--- config.mk ---
export PLATFORM = sky130hd
export DESIGN_NAME = baud_generator
export DESIGN_NICKNAME = d
export VERILOG_FILES = /design/src/rtl/baud_generator.sv
export SDC_FILE = /design/constraint.sdc
export NUM_CORES = 1
export LEC_CHECK = 0
export ABC_AREA = 0
export CAP_MARGIN = 20
export CELL_PAD_IN_SITES_DETAIL_PLACEMENT = 1
export CELL_PAD_IN_SITES_GLOBAL_PLACEMENT = 1
export CORE_MARGIN = 3
export CORE_UTILIZATION = 30
export DETAILED_ROUTE_END_ITERATION = 8
export PLACE_DENSITY_LB_ADDON = 0.1
export SLEW_MARGIN = 40
export SYNTH_ARGS = -nofsm -noshare
export SYNTH_HDL_FRONTEND = slang
export SYNTH_SLANG_ARGS = --single-unit
--- constraint.sdc ---
create_clock -name clk -period 2.47 [get_ports clk]
set_clock_uncertainty 0.2 [all_clocks]
set_input_delay 0.3705 -clock clk [delete_from_list [all_inputs] [get_ports clk]]
set_output_delay 0.3705 -clock clk [all_outputs]
set_load 0.01 [all_outputs]
--- src/rtl/baud_generator.sv ---
// baud_generator: free-running divider producing the UART bit/sample clock.
// The output is low for the ceiling half of the divisor and high for the
// floor half, and comes straight from a flop so it is glitch-free.
module baud_generator #(
  parameter int BAUD_RATE  = 9600,
  parameter int CLK_FREQ   = 83_333_333,
  parameter int OVERSAMPLE = 1
) (
  input  logic clk,
  input  logic rst,
  output logic UART_clk
);

  // Target output rate and the divisor rounded to the nearest integer.
  localparam int RATE = BAUD_RATE * OVERSAMPLE;
  localparam int DIV  = (CLK_FREQ + RATE / 2) / RATE;
  localparam int LOW  = DIV - DIV / 2;
  localparam int CW   = (DIV < 2) ? 1 : $clog2(DIV);

  // A divisor below 2 cannot produce a square wave from a single counter.
  generate
    if (DIV < 2) begin : g_div_check
      $fatal(1, "baud_generator: divisor %0d is below 2", DIV);
    end
  endgenerate

  logic [CW-1:0] cnt;
  logic [CW-1:0] cnt_next;

  // Next count: 0..DIV-1 then wrap.
  always_comb begin
    cnt_next = cnt + CW'(1);
    if (cnt == CW'(DIV - 1)) begin
      cnt_next = '0;
    end
  end

  // Counter and registered output; output is derived from the next count so
  // that UART_clk always equals (cnt >= LOW) without an extra cycle of lag.
  always_ff @(posedge clk) begin
    if (rst) begin
      cnt      <= '0;
      UART_clk <= 1'b0;
    end else begin
      cnt      <= cnt_next;
      UART_clk <= (cnt_next >= CW'(LOW));
    end
  end

endmodule

==> results.py <==
metrics = {
    "die": {
        "die_area_sq_mm": 0.00341,
        "die_y_um": 58.4,
        "die_w_um": 58.4,
        "core-area_sq_mm": 0.00254,
        "num_io_pins": 3,
        "rows": 18,
        "initial_core_util_pct": 32.4,
    },
    "global_route": {
        "grt.overflow.total": 0,
        "grt_max_degree": 11,
        "track_usage_pct": 13.8,
        "antenna_found_initial": 0,
        "grt_first_pass_wirelength_um": 3480,
        "grt_pass1_vias": 721,
    },
    "power": {
        "powerDensity_mw_per_mm2": 474,
        "total_power_uw": 433,
        "ir_drop_v": 0.000238,
        "p_leak_uw": 0.000333,
    },
    "synth": {
        "ys_warn_count": 0,
        "netlist-cell-type-count": 34,
        "synthFlopType": "dfxtp_1",
        "postSynthCellCount": 96,
        "avgSynthCellArea_sq_um": 8.59,
        "async_reset_ff_share_pct": 0,
        "ys_seq_area_share_pct": 36.4,
        "synth_top_area_share_pct": 36.4,
        "synth_edf_count": 0,
        "synth-seq-cells": 15,
        "yosysTopAreaCell": "dfxtp_1",
        "synthTopCellsByArea": "dfxtp_1 (36%), xor2_1 (9.6%), nor2_1 (5.9%)",
        "synth.net_count": 100,
        "yosys-top-cells-count": "dfxtp_1 (15), nor2_1 (13), xor2_1 (9)",
        "synth_most_common_cell": "dfxtp_1",
        "netlist_area_sq_um": 825,
    },
    "placement": {
        "port_buffers": 2,
        "gp_congestion": 0.776,
        "placed_cell_area_sq_um": 887,
        "dp_hpwl_um": 1570,
        "post-place-ws_ns": 0.375,
    },
    "drt": {
        "viasPerCell": 5.23,
        "drtIter0Drc": 20,
        "detail-route-antenna-nets": 0,
        "drtPass1Iterations": 2,
        "wl_um": 2050,
        "drc_errors": 0,
        "num_vias": 690,
        "wl_per_cell_um": 15.5,
    },
    "worst_setup_path": {
        "crit_path_start_kind": "flip-flop",
        "cp-endpoint": "UART_clk$_SDFF_PP0_",
        "cp.arrival_ns": 2.09,
        "r2r_start": "cnt[0]$_SDFF_PP0_",
        "r2r-end": "UART_clk$_SDFF_PP0_",
        "critical_path.max_fanout": 9,
        "r2r.worst_path.cells": 6,
        "critical_path_class": "reg -> reg",
        "reg2reg_setup_slack_ns": 0.37,
        "cp-startpoint": "cnt[0]$_SDFF_PP0_",
        "cp.required_ns": 2.45,
        "crit_path_end_kind": "flip-flop",
    },
    "clock_network": {
        "h-tree-depth": 1,
        "cts_resized": 0,
        "path_clk_slew_ns": 0.10,
        "cts_made_buffers": 3,
        "root_buffer": "clkbuf_4",
        "cts_num_sinks": 15,
        "clockBufferDepth": 2,
        "clock_latency_ns": 0.28,
        "cts_tree": "yes",
        "holdBufCountCts": 0,
        "post_cts_buffers": 0,
    },
    "timing": {
        "rsz0062_at_grt": "false",
        "layout_setup_ws_ns": 0.365,
        "hold_viol": 0,
        "slew_violations": 0,
        "setup_viol": 0,
        "period_share_pct": 85.2,
        "period_minus_slack_ns": 2.10,
        "worst_pin_slew_ns": 0.338,
        "fin_setup_tns_ns": 0,
        "relSlewSlack_pct": 77.2,
        "max_freq_mhz": 475,
    },
    "layout": {
        "final_nets": 107,
        "multi_input_area_sq_um": 488,
        "antennaDiodeCount": 0,
        "area_growth_pct": 10.9,
        "fill_cells": 319,
        "drive_above_1_share_pct": 10.8,
        "seq_area_sq_um": 300,
        "fin_area_sq_um": 915,
    },
    "job": {
        "max_cap_violations": 0,
    },
    "outcome": {
        "status": "finished clean",
    },
    "worst_hold_path": {
        "hold_path.class": "reg -> reg",
    },
}
[power breakdown]
group	internal, uW	switching (uW)
registers	246	6.54
clock network	60.1	86.2
logic	15.7	19.0
total	322	112
[state kept, by name (all words and copies together), names as in the netlist]
signal / cells
cnt: 14
UART_clk: 1
[worst min path at each step]
stage                            from            endpoint  slack (ns)  cells past startpoint
floorplan                         rst  cnt[11]$_SDFF_PP0_        0.24                      1
global placement    cnt[0]$_SDFF_PP0_   cnt[0]$_SDFF_PP0_        0.31                      1
detailed placement  cnt[0]$_SDFF_PP0_   cnt[0]$_SDFF_PP0_        0.32                      1
CTS                 cnt[0]$_SDFF_PP0_   cnt[0]$_SDFF_PP0_        0.35                      1
global route        cnt[0]$_SDFF_PP0_   cnt[0]$_SDFF_PP0_        0.38                      1
finish              cnt[0]$_SDFF_PP0_   cnt[0]$_SDFF_PP0_        0.35                      1
[critical path, cell delays in order, from the launching register on]
cell and delay (ns):
dfxtp_1 0.49, ha_1 0.39, and4_1 0.29, nand4_1 0.13, xor2_1 0.21, a2bb2oi_1 0.20, a2bb2oi_1 0.08
[kinds of logic after synthesis]
| logic type | Yosys count | share of synthesized area (%) |
|---|---|---|
| AND/OR/NAND/NOR | 48 | 32.2 |
| flip-flops | 15 | 36.4 |
| XOR/XNOR | 13 | 13.8 |
| AO/OA/AOI/OAI | 11 | 10.2 |
| buffers and inverters | 7 | 4.40 |
| adder cells (fa/ha/maj) | 2 | 3.03 |
[routing by layer]
metal / vias to the layer above / share of wire, % / track usage, %
met5: - / 0 / 0
met4: 0 / 0.73 / 3.97
met3: 2 / 1.5 / 4.61
met2: 2 / 46 / 21.4
met1: 334 / 52 / 18.1
li1: 352 / - / -
[through the flow]
step	util, %	std cells	hold WS (ns)
final	35.9	132	0.346
after global routing	35.9	132	0.376
after CTS	35.9	132	0.351
after detailed placement	34.9	128	0.325
after global placement	34.9	128	0.309
after floorplan	-	96	0.242
[final cells by class]
type	instances	area share [%]
Inverter	3	1.23
Clock buffer	3	2.46
Multi-Input combinational cell	74	53.4
Tap cell	30	4.10
Clock inverter	1	0.547
Timing Repair Buffer	6	5.47
Sequential cell	15	32.8
[placed cells by master (no fill, tap or decap), types with 2 or more instances in the layout]
| master | instances |
|---|---|
| dfxtp_1 | 15 |
| xor2_1 | 9 |
| nand4_1 | 5 |
| nand2b_1 | 2 |
| nor3_1 | 6 |
| inv_1 | 3 |
| and2_1 | 3 |
| nand3_1 | 5 |
| ha_1 | 2 |
| clkbuf_4 | 3 |
| nand2_1 | 5 |
| clkdlybuf4s50_1 | 2 |
| nor2_1 | 13 |
| a2bb2oi_1 | 2 |
| xnor2_1 | 4 |
| buf_4 | 4 |
Note: power is estimated with default switching activity, not from simulation.
